### src/rtl/pc_seq.sv
`default_nettype none
// ============================================================================
// Module   : pc_seq
// Brief    : Program-counter sequencer (NEXT/JUMP/BRANCH/CALL/RET) with an
//            optional return-address stack enabled by macro PC_SEQ_RAS_EN.
// Revision : 1.0 - initial release
// ============================================================================
module pc_seq #(
    parameter int unsigned WIDTH      = 8,
    parameter int unsigned RAS_DEPTH  = 4,
    parameter int unsigned RESET_ADDR = 0,
    parameter int unsigned STEP       = 1
) (
    input  logic             clock,
    input  logic             reset,
    input  logic             hold,
    input  logic [2:0]       op,
    input  logic [WIDTH-1:0] target,
    input  logic             cond,
    output logic [WIDTH-1:0] endereco,
    output logic             ras_full,
    output logic             ras_empty,
    output logic             ras_err
);
    localparam int unsigned       c_sp_w       = $clog2(RAS_DEPTH + 1);
    localparam logic [WIDTH-1:0]  c_reset_addr = WIDTH'(RESET_ADDR);
    localparam logic [WIDTH-1:0]  c_step       = WIDTH'(STEP);
    localparam logic [c_sp_w-1:0] c_depth      = c_sp_w'(RAS_DEPTH);

    localparam logic [2:0] c_op_jump   = 3'b001;
    localparam logic [2:0] c_op_branch = 3'b010;
    localparam logic [2:0] c_op_call   = 3'b011;
    localparam logic [2:0] c_op_ret    = 3'b100;

    logic [WIDTH-1:0]  r_pc_q;
    logic [WIDTH-1:0]  w_pc_d;
    logic [WIDTH-1:0]  w_pc_seq;
    logic [WIDTH-1:0]  w_top;
    logic [c_sp_w-1:0] w_sp;
    logic              w_full;
    logic              w_empty;
    logic              w_push;
    logic              w_pop;
    logic              w_fault;

    assign w_pc_seq = r_pc_q + c_step;
    assign w_full   = (w_sp == c_depth);
    assign w_empty  = (w_sp == '0);

    always_comb begin
        w_pc_d  = r_pc_q;
        w_push  = 1'b0;
        w_pop   = 1'b0;
        w_fault = 1'b0;
        if (!hold) begin
            w_pc_d = w_pc_seq;
            case (op)
                c_op_jump: w_pc_d = target;
                c_op_branch: begin
                    if (cond) begin
                        w_pc_d = r_pc_q + target;
                    end
                end
                c_op_call: begin
                    w_pc_d = target;
                    if (w_full) begin
                        w_fault = 1'b1;
                    end else begin
                        w_push = 1'b1;
                    end
                end
                c_op_ret: begin
                    // An empty stack degrades RET into a plain sequential step.
                    if (w_empty) begin
                        w_fault = 1'b1;
                    end else begin
                        w_pc_d = w_top;
                        w_pop  = 1'b1;
                    end
                end
                default: ;
            endcase
        end
    end

    always_ff @(posedge clock) begin
        if (reset) begin
            r_pc_q <= c_reset_addr;
        end else begin
            r_pc_q <= w_pc_d;
        end
    end

    assign endereco = r_pc_q;

`ifdef PC_SEQ_RAS_EN
    localparam int unsigned c_idx_w = $clog2(RAS_DEPTH);

    logic [WIDTH-1:0]   r_ras_q [RAS_DEPTH];
    logic [c_sp_w-1:0]  r_sp_q;
    logic [c_sp_w-1:0]  w_sp_d;
    logic [c_sp_w-1:0]  w_sp_m1;
    logic               r_err_q;
    logic               w_err_d;
    logic [c_idx_w-1:0] w_wr_idx;
    logic [c_idx_w-1:0] w_rd_idx;

    assign w_sp     = r_sp_q;
    assign w_sp_m1  = r_sp_q - c_sp_w'(1);
    assign w_wr_idx = r_sp_q[c_idx_w-1:0];
    assign w_rd_idx = w_sp_m1[c_idx_w-1:0];
    assign w_top    = r_ras_q[w_rd_idx];

    always_comb begin
        w_sp_d  = r_sp_q;
        w_err_d = r_err_q | w_fault;
        if (w_push) begin
            w_sp_d = r_sp_q + c_sp_w'(1);
        end else if (w_pop) begin
            w_sp_d = w_sp_m1;
        end
    end

    always_ff @(posedge clock) begin
        if (reset) begin
            r_sp_q  <= '0;
            r_err_q <= 1'b0;
        end else begin
            r_sp_q  <= w_sp_d;
            r_err_q <= w_err_d;
        end
    end

    // Entry contents are left as-is on reset; the pointer alone defines validity.
    always_ff @(posedge clock) begin
        if (w_push && !reset) begin
            r_ras_q[w_wr_idx] <= w_pc_seq;
        end
    end

    assign ras_err = r_err_q;
`else
    logic w_unused;

    assign w_sp     = '0;
    assign w_top    = '0;
    assign ras_err  = 1'b0;
    assign w_unused = ^{w_push, w_pop, w_fault};
`endif

    assign ras_full  = w_full;
    assign ras_empty = w_empty;

endmodule
`default_nettype wire

### config.mk
export PLATFORM = sky130hd
export DESIGN_NAME = pc_seq
export DESIGN_NICKNAME = d
export VERILOG_FILES = /design/src/rtl/pc_seq.sv
export SDC_FILE = /design/constraint.sdc
export NUM_CORES = 1
export LEC_CHECK = 0
export ABC_AREA = 1
export CAP_MARGIN = 20
export CORE_MARGIN = 1
export CORE_UTILIZATION = 55
export CTS_CLUSTER_DIAMETER = 100
export CTS_CLUSTER_SIZE = 24
export DETAILED_ROUTE_END_ITERATION = 16
export DONT_BUFFER_PORTS = 1
export PLACE_DENSITY_LB_ADDON = 0.1
export SYNTH_ARGS = -nofsm -noshare
export SYNTH_HDL_FRONTEND = slang
export SYNTH_SLANG_ARGS = --single-unit
### constraint.sdc
create_clock -name clock -period 2.1 [get_ports clock]
set_input_delay 0 -clock clock [delete_from_list [all_inputs] [get_ports clock]]
set_output_delay 0 -clock clock [all_outputs]
set_load 0.02 [all_outputs]
==> impl_metrics.json, run 1 <==
{
  "wl_per_cell_microns": 12.6,
  "portBuffers": 0,
  "fillers": 191,
  "syn_to_final_growth_pct": 9.40,
  "start_util_pct": 61.3,
  "drc": 0,
  "seqCellArea_sq_um": 160,
  "cp.required_ns": 2.26,
  "grt_pass1_wl_mm": 4.40,
  "netlist_area_sq_mm": 0.00110,
  "period_share_pct": 80.3,
  "grt_overflow": 0,
  "max_freq_mhz": 593,
  "finalSetupTns_ns": 0,
  "critPathArrivalTime_ns": 1.84,
  "dpl.hpwl_mm": 2.13,
  "tightest_slew_ns": 0.514,
  "cts_tree": "yes",
  "h-tree-depth": 1,
  "hold_viol": 2,
  "rows": 15,
  "ys_seq_area_share_pct": 14.5,
  "antenna_found_initial": 0,
  "core-area_sq_mm": 0.00180,
  "rsz0062_at_grt": "no",
  "ant_nets": 0,
  "syn_area_per_cell_sq_um": 5.75,
  "io_pins": 26,
  "first_pass_iters": 4,
  "relSlewSlack_pct": 65.7,
  "drt-total-wl_mm": 2.85,
  "crit_type": "reg -> reg",
  "yosysWarningCount": 0,
  "holdCritPathClass": "in -> reg",
  "synth_top_cell_area_share_pct": 22.1,
  "vias": 1202,
  "drive_above_1_share_pct": 9.45,
  "critPathMaxFanout": 7,
  "cts_sinks": 8,
  "drt_iter0_drc": 36,
  "fp.dieH_microns": 46.8,
  "clock_skew_ns": 0.00385,
  "final.min_clock_period_ns": 1.69,
  "die_w_microns": 46.8,
  "diodes": 0,
  "cts_setup_buffers": 0,
  "grt_pass1_vias": 1041,
  "setup_slack_ns": 0.415,
  "violations": "hold timing",
  "grt_max_degree": 17,
  "peakVddDrop_uv": 299,
  "setup_violations": 0,
  "worstSetupStartpointType": "flip-flop",
  "ys_ff_latch": 8,
  "p_leak_nw": 0.673,
  "multi_input_area_sq_um": 774,
  "grt_use_total_pct": 28.8,
  "fin_nets": 227,
  "worstSkewPairLatency_ns": 0.27,
  "root_buffer": "clkbuf_4",
  "cts_buffers": 3,
  "clk_path_buf_depth": 2,
  "status": "finished with violations",
  "yosysTopAreaCell": "nand2_1",
  "cap_violations": 0,
  "path_clk_slew_ns": 0.06,
  "slew_viol_final": 0,
  "ys_top_cells_by_area": "nand2_1 (22%), dfxtp_1 (14%), nand3_1 (12%)",
  "end_kind": "flip-flop",
  "synth_cell_types": 25,
  "viasPerCell": 5.32,
  "dieArea_sq_mm": 0.00219,
  "syn_inst": 192,
  "whs_ns": -0.00410,
  "place_congestion": 0.879,
  "largest_reg_flops": 8,
  "pre_cts_slack_ns": 0.434,
  "pwr_density_cell_mw_per_mm2": 455
}
## cell usage in the layout, fill, tap and decap left out, drive strengths merged
cell	synthesis	layout
clkbuf	0	3
buf	5	6
dfxtp	8	8
a41oi	1	1
o211ai	3	3
conb	2	3
a21oi	7	7
o21ai	7	7
nand2	66	66
nor2	9	9
a21boi	1	1
ha	8	8
nand3	26	26
fa	1	1
xnor2	2	2
nand4	5	5
inv	36	36
dlygate4sd3	0	4
nand3b	2	2
xor2	3	3
## what timing repair did
action	4_1_cts	5_1_grt
endpoints found under the hold margin	5	0
resized for setup	0	0
hold buffers	4	0
## final timing paths
kind | from | endpoint | slack [ns] | cells after the start
hold reg to reg | endereco[0]$_SDFFE_PP0N_ | endereco[0]$_SDFFE_PP0N_ | 0.71 | 3
setup reg to reg | endereco[1]$_SDFFE_PP0N_ | endereco[7]$_SDFFE_PP0N_ | 0.41 | 9
setup / recovery | endereco[1]$_SDFFE_PP0N_ | endereco[7]$_SDFFE_PP0N_ | 0.41 | 9
hold / removal | cond | endereco[2]$_SDFFE_PP0N_ | -0.004 | 3
## area by class of cell
type	instances	area share, %
inverter	36	11.2
timing repair buffer	10	7.04
sequential	8	13.3
clock buffer	3	1.86
multi-input combinational	144	64.1
tap	25	2.59
## cells by family after synthesis
family | synth area share [%]
fa+ha+maj | 10.9
compound gates | 10.5
other cells | 0.680
buf+inv | 15.7
flops | 14.5
xor+xnor | 3.96
simple gates | 43.7
## worst max-delay path: stages, from the launching register on
cell and delay, ns:
dfxtp_1 0.60, ha_1 0.34, nand3_1 0.09, nand3_1 0.12
nand2_1 0.11, nand2_1 0.06, nand2_1 0.06, nand3_1 0.07
nand2_1 0.08, a21oi_2 0.05
## power breakdown
group	switching (mW)	internal (mW)
Clock	0.0661	0.0663
Sequential	0.0150	0.164
Combinational	0.150	0.0887
Total	0.231	0.319
## per-stage QoR
stage / area (sq um) / hold WS (ns) / std cells / total power [mW] / utilization [%]
6_report: 1210 / -0.00410 / 226 / 0.550 / 67.1
4_1_cts: 1210 / 0.00165 / 226 / 0.548 / 67.1
3_3_place_gp: 1150 / 0.198 / 219 / 0.405 / 63.6
5_1_grt: 1210 / 0.0263 / 226 / 0.588 / 67.1
2_1_floorplan: 1110 / 0.196 / 193 / 0.365 / -
3_5_place_dp: 1150 / 0.206 / 219 / 0.410 / 63.6
## synthesized netlist by cell type
cell type / instances
a21boi_1: 1
a21oi_1: 5
a21oi_2: 2
a41oi_1: 1
buf_2: 1
buf_4: 3
buf_6: 1
conb_1: 2
dfxtp_1: 8
fa_1: 1
ha_1: 8
inv_1: 34
inv_2: 2
nand2_1: 65
nand2_2: 1
nand3_1: 26
nand3b_1: 2
nand4_1: 5
nor2_1: 4
nor2_2: 3
nor2_4: 2
o211ai_1: 3
o21ai_0: 7
xnor2_1: 2
xor2_1: 3
## layer usage
layer  GRT usage [%]  share of wire, %
met2            48.6                46
met5               0                 0
met1            36.4                45
met3            5.38               7.5
met4            10.9               1.4
(Power assumes the default switching activity.)
==> run 2, diff against run 1 <==
--- a/config.mk
+++ b/config.mk
@@ -5,7 +5,7 @@
 export SDC_FILE = /design/constraint.sdc
 export NUM_CORES = 1
 export LEC_CHECK = 0
-export ABC_AREA = 1
+export ABC_AREA = 0
 export CAP_MARGIN = 20
 export CORE_MARGIN = 1
 export CORE_UTILIZATION = 55
==> constraint.sdc (replaced) <==
create_clock -name clock -period 1.5 [get_ports clock]
set_input_delay 0 -clock clock [delete_from_list [all_inputs] [get_ports clock]]
set_output_delay 0 -clock clock [all_outputs]
set_load 0.02 [all_outputs]
==> impl_metrics.json, run 2 <==
{
  "vias": 1160,
  "io_pins": 26,
  "synth.most_common_cell": "nand2_1",
  "synth_compound_area_share_pct": 29.5,
  "use_met1_pct": 49.8,
  "first_pass_iters": 5,
  "grt_pass1_vias": 1109,
  "dieArea_sq_mm": 0.00196,
  "netlist_area_sq_um": 983,
  "rrSetupSlack_ns": -0.27,
  "synth_fa_ha_area_share_pct": 12.2,
  "setup_violations": 6,
  "fp.dieH_microns": 44.3,
  "rows": 14,
  "synth_commonest_cells": "nand2_1 (10), dfxtp_1 (8), ha_1 (8), nor2_1 (8), o21ai_0 (7)",
  "synth_edf_count": 0,
  "clock_skew_ns": 0.00757,
  "setup_slack_ns": -0.274,
  "diodes": 0,
  "p_leak_nw": 0.542,
  "dpl.hpwl_mm": 2.40,
  "synth_simple_gate_area_share_pct": 24.4,
  "cp.buffers_inverters": 0,
  "cts_tree": "yes",
  "syn_area_per_cell_sq_um": 7.81,
  "drt-total-wl_mm": 3.35,
  "synth_xor_area_share_pct": 6.23,
  "p_total_uw": 873,
  "grt_pass1_wl_mm": 5.04,
  "relSlewSlack_pct": 44.6,
  "place_area_sq_mm": 0.00126,
  "largest_reg_flops": 8,
  "ys_top_cells_by_area": "dfxtp_1 (16%), ha_1 (10%), a221oi_1 (4.5%)",
  "max_freq_mhz": 564,
  "syn_to_final_growth_pct": 41.1,
  "synth_top_cell_area_share_pct": 16.3,
  "worstSetupStartpointType": "flip-flop",
  "finalSetupTns_ns": -1.10,
  "clk_path_buf_depth": 2,
  "synth_top_family_by_area": "compound AO/OA/AOI/OAI gates",
  "end_kind": "flip-flop",
  "tightest_slew_ns": 0.830,
  "synthFlopType": "dfxtp_1",
  "cts_sinks": 8,
  "start_util_pct": 61.7,
  "postLayoutCellArea_sq_mm": 0.00139,
  "drc": 0,
  "grt_overflow": 0,
  "period_share_pct": 118,
  "ys_seq_area_share_pct": 16.3,
  "peakVddDrop_uv": 595,
  "mostFrequentLayoutCells": "buf_4 (22), nand2_1 (10), nor2_1 (8), o21ai_0 (7), ha_4 (7)",
  "grt_util_met2_pct": 54.1,
  "syn_inst": 126,
  "violations": "setup timing",
  "critPathMostFrequentCell": "nor2_1",
  "viasPerCell": 6.63,
  "critPathMaxFanout": 3,
  "synth_cell_types": 47,
  "path_clk_slew_ns": 0.07,
  "hold_viol": 0,
  "slew_viol_final": 0,
  "place_congestion": 0.930,
  "ys_async_sr_fraction_pct": 0,
  "grt_use_total_pct": 35.5,
  "cts_buffers": 3,
  "path_cells": "ha_4, fa_2, a211oi_2, nor2_1, nor2_1, nand2_1, a221oi_2",
  "status": "finished with violations",
  "slowest_stage": "fa_2",
  "drt_iter0_drc": 41,
  "grt_max_degree": 12,
  "cp.required_ns": 1.66,
  "worstSkewPairLatency_ns": 0.27,
  "root_buffer": "clkbuf_4",
  "grt-busiest-layer": "met2",
  "pwr_density_cell_mw_per_mm2": 629,
  "path_delay_family": "adder cells",
  "dp_cells": 166,
  "fillers": 85,
  "wl_per_cell_microns": 19.1,
  "drive_above_1_share_pct": 38.4,
  "critPathArrivalTime_ns": 1.94,
  "antenna_found_initial": 0,
  "ant_nets": 0,
  "crit_type": "reg -> reg",
  "cap_violations": 0,
  "yosysWarningCount": 0,
  "final.min_clock_period_ns": 1.77,
  "layout_commonest_cell": "buf_4",
  "fin_cells": 175,
  "grt_use_met3_pct": 4.90,
  "fin_nets": 177,
  "yosysTopAreaCell": "dfxtp_1",
  "core-area_sq_mm": 0.00159,
  "holdCritPathClass": "in -> reg",
  "whs_ns": 0.0116,
  "die_w_microns": 44.3,
  "ys_ff_latch": 8,
  "rsz0062_at_grt": "yes",
  "h-tree-depth": 1,
  "muxShareOfSynthArea_pct": 4.20,
  "portBuffers": 0,
  "crit_path_max_incr_delay_ns": 0.37
}
run 2: changes by cell type in the layout (fill, tap and decap cells not counted), moves of 7 or more:
cell,previous run,this run
ha_1,8,1
nand3_1,26,4
buf_4,6,22
inv_1,34,6
dfxtp_1,8,1
ha_4,0,7
nand2_1,65,10
run 2: cells by family after synthesis:
kind of cell	after synthesis
compound gates	40
flops	8
mux	4
fa+ha+maj	9
buf+inv	13
other cells	2
xor+xnor	7
simple gates	43
run 2: final cells by class:
type	instances	area, sq um	share of cell area [%]
Clock buffer	3	22.5	1.62
Sequential cell	8	179	12.9
Multi-Input combinational cell	106	908	65.5
Tap cell	24	30.0	2.16
Inverter	6	22.5	1.62
Timing Repair Buffer	28	225	16.2
run 2: worst paths after layout:
kind | from | endpoint | cells after the start
setup / recovery | endereco[0]$_SDFFE_PP0N_ | endereco[4]$_SDFFE_PP0N_ | 7
hold / removal | cond | endereco[2]$_SDFFE_PP0N_ | 2
setup reg to reg | endereco[0]$_SDFFE_PP0N_ | endereco[4]$_SDFFE_PP0N_ | 7
hold reg to reg | endereco[4]$_SDFFE_PP0N_ | endereco[4]$_SDFFE_PP0N_ | 3
run 2: layer usage:
| metal | vias to the layer above | share of wire (%) | routed length, microns |
|---|---|---|---|
| li1 | 527 | - | - |
| met1 | 549 | 42 | 1400 |
| met2 | 74 | 47 | 1590 |
| met3 | 10 | 8.7 | 292 |
| met4 | 0 | 2.2 | 74 |
| met5 | - | 0 | 0 |
run 2: repair_timing:
action                                 4_1_cts  5_1_grt
pin swaps                                    5        9
hold buffers                                 6        0
endpoints found under the hold margin        8        0
setup buffers                                1        1
setup endpoints to repair                    7        7
gates resized for setup                      2        5
run 2: per-stage QoR:
step                      worst slack [ns]  utilization, %
final                               -0.274            87.0
after global routing                -0.327            87.0
after detailed placement            -0.286            79.1
after CTS                           -0.246            85.6
after global placement              -0.149            79.1
after floorplan                     -0.144               -
run 2: where the power goes:
part	internal [mW]	total, mW	switching [mW]	leakage (nW)
logic	0.216	0.439	0.223	0.458
clock network	0.0925	0.182	0.0899	0.0138
registers	0.230	0.252	0.0220	0.0698
==> run 3, diff against run 2 <==
--- a/config.mk
+++ b/config.mk
@@ -14,6 +14,7 @@
 export DETAILED_ROUTE_END_ITERATION = 16
 export DONT_BUFFER_PORTS = 1
 export PLACE_DENSITY_LB_ADDON = 0.1
+export SETUP_SLACK_MARGIN = 0.3
 export SYNTH_ARGS = -nofsm -noshare
 export SYNTH_HDL_FRONTEND = slang
 export SYNTH_SLANG_ARGS = --single-unit
==> impl_metrics.json, run 3 (synthesized netlist as in run 2, its figures left out) <==
{
  "worstSkewPairLatency_ns": 0.29,
  "largest_reg_flops": 8,
  "antenna_found_initial": 0,
  "crit_type": "in -> reg",
  "path_cells": "dlygate4sd3_1, inv_1, o21ai_0, and4bb_2, a211o_1",
  "ant_nets": 0,
  "rows": 14,
  "combPwrFrac_pct": 50.5,
  "path_clk_slew_ns": 0.08,
  "setup_violations": 6,
  "clock_skew_ns": 0.0129,
  "viasPerCell": 7.11,
  "die_w_microns": 44.3,
  "h-tree-depth": 1,
  "core-area_sq_mm": 0.00159,
  "grt-busiest-layer": "met2",
  "p_sw_uw": 385,
  "rsz0062_at_grt": "yes",
  "crit_path_max_incr_delay_ns": 0.85,
  "grt_pass1_wl_mm": 6.10,
  "critPathMaxFanout": 9,
  "grt_max_degree": 12,
  "status": "finished with violations",
  "pwr-share-seq_pct": 26.4,
  "clk_path_buf_depth": 2,
  "grt_use_total_pct": 45.5,
  "portBuffers": 0,
  "dpl.hpwl_mm": 2.52,
  "io_pins": 26,
  "pwr_density_cell_mw_per_mm2": 665,
  "hold_viol": 0,
  "diodes": 0,
  "fin_nets": 179,
  "slowest_stage": "dlygate4sd3_1",
  "fin_util_pct": 89.3,
  "grt_util_met2_pct": 71.8,
  "layout_commonest_cell": "buf_4",
  "drt_iter0_drc": 113,
  "violations": "DRC, setup timing",
  "whs_ns": 0.0273,
  "vias": 1265,
  "drt-total-wl_mm": 4.12,
  "p_clk_share_pct": 23.1,
  "use_met1_pct": 54.3,
  "holdCritPathClass": "in -> reg",
  "mostFrequentLayoutCells": "buf_4 (23), nand2_1 (10), nor2_1 (8), o21ai_0 (7), ha_4 (7)",
  "period_share_pct": 121,
  "start_util_pct": 61.7,
  "cp.buffers_inverters": 2,
  "tightest_slew_ns": 0.967,
  "grt_overflow": 0,
  "final.min_clock_period_ns": 1.82,
  "relSlewSlack_pct": 35.4,
  "internal_power_uw": 562,
  "slew_viol_final": 0,
  "place_congestion": 0.947,
  "grt_use_met3_pct": 13.5,
  "cts_tree": "yes",
  "drc": 1,
  "cap_violations": 0,
  "cp.required_ns": 1.67,
  "fillers": 83,
  "cts_buffers": 3,
  "end_kind": "flip-flop",
  "cts_sinks": 8,
  "setup_slack_ns": -0.318,
  "fp.dieH_microns": 44.3,
  "critPathArrivalTime_ns": 1.99,
  "syn_to_final_growth_pct": 44.8,
  "first_pass_iters": 11,
  "wl_per_cell_microns": 23.2,
  "pre_cts_slack_ns": -0.245,
  "dieArea_sq_mm": 0.00196,
  "swShare_pct": 40.7,
  "drive_above_1_share_pct": 40.3,
  "max_freq_mhz": 550,
  "worstSetupStartpointType": "input port",
  "path_delay_family": "buffers and inverters",
  "grt_pass1_vias": 1202,
  "p_leak_nw": 0.563,
  "peakVddDrop_uv": 618,
  "root_buffer": "clkbuf_4"
}
## run 3: final timing paths
path / from / end / slack [ns] / cells after the start
worst max register to register: endereco[1]$_SDFFE_PP0N_ / endereco[5]$_SDFFE_PP0N_ / -0.28 / 6
worst min register to register: endereco[2]$_SDFFE_PP0N_ / endereco[2]$_SDFFE_PP0N_ / 0.67 / 3
worst max-delay path: hold / endereco[5]$_SDFFE_PP0N_ / -0.32 / 5
worst min-delay path: cond / endereco[4]$_SDFFE_PP0N_ / 0.03 / 3
## run 3: layout make-up
| cell class | instances | area [sq um] | area share, % |
|---|---|---|---|
| clock buffers | 4 | 26.3 | 1.85 |
| flip-flops and latches | 8 | 179 | 12.6 |
| well taps | 24 | 30.0 | 2.11 |
| repair buffers | 30 | 244 | 17.1 |
| inverters | 6 | 22.5 | 1.58 |
| multi-input cells | 106 | 922 | 64.8 |
## run 3: repair_timing
action / CTS / global route
setup buffers: 1 / 0
gates resized for setup: 3 / 8
endpoints found under the setup margin: 8 / 8
pin swaps: 3 / 7
hold endpoints to repair: 8 / 0
hold buffers: 6 / 0
## run 3: worst min-delay path, stage by stage
cell and delay, ns:
and2_4 0.14, nand2_1 0.08, a221oi_2 0.05
## run 3: routing by layer
layer / part of all wire, % / vias up
met3: 13 / 41
li1: - / 534
met4: 6.6 / 0
met1: 36 / 565
met5: 0 / -
met2: 44 / 125
## run 3: per-stage QoR
stage	instances	power [mW]	setup TNS, ns	instance area [sq um]
5_1_grt	178	0.974	-1.54	1420
3_5_place_dp	167	0.642	-0.792	1270
6_report	178	0.947	-1.25	1420
2_1_floorplan	127	0.532	-0.391	1110
4_1_cts	178	0.884	-0.802	1380
3_3_place_gp	167	0.628	-0.485	1270
## run 3: power groups by stage
stage	clock (mW)	combinational, mW	sequential, mW
floorplan	0	0.247	0.285
global placement	0	0.375	0.253
detailed placement	0	0.388	0.255
CTS	0.215	0.419	0.250
global route	0.226	0.496	0.252
finish	0.218	0.479	0.250
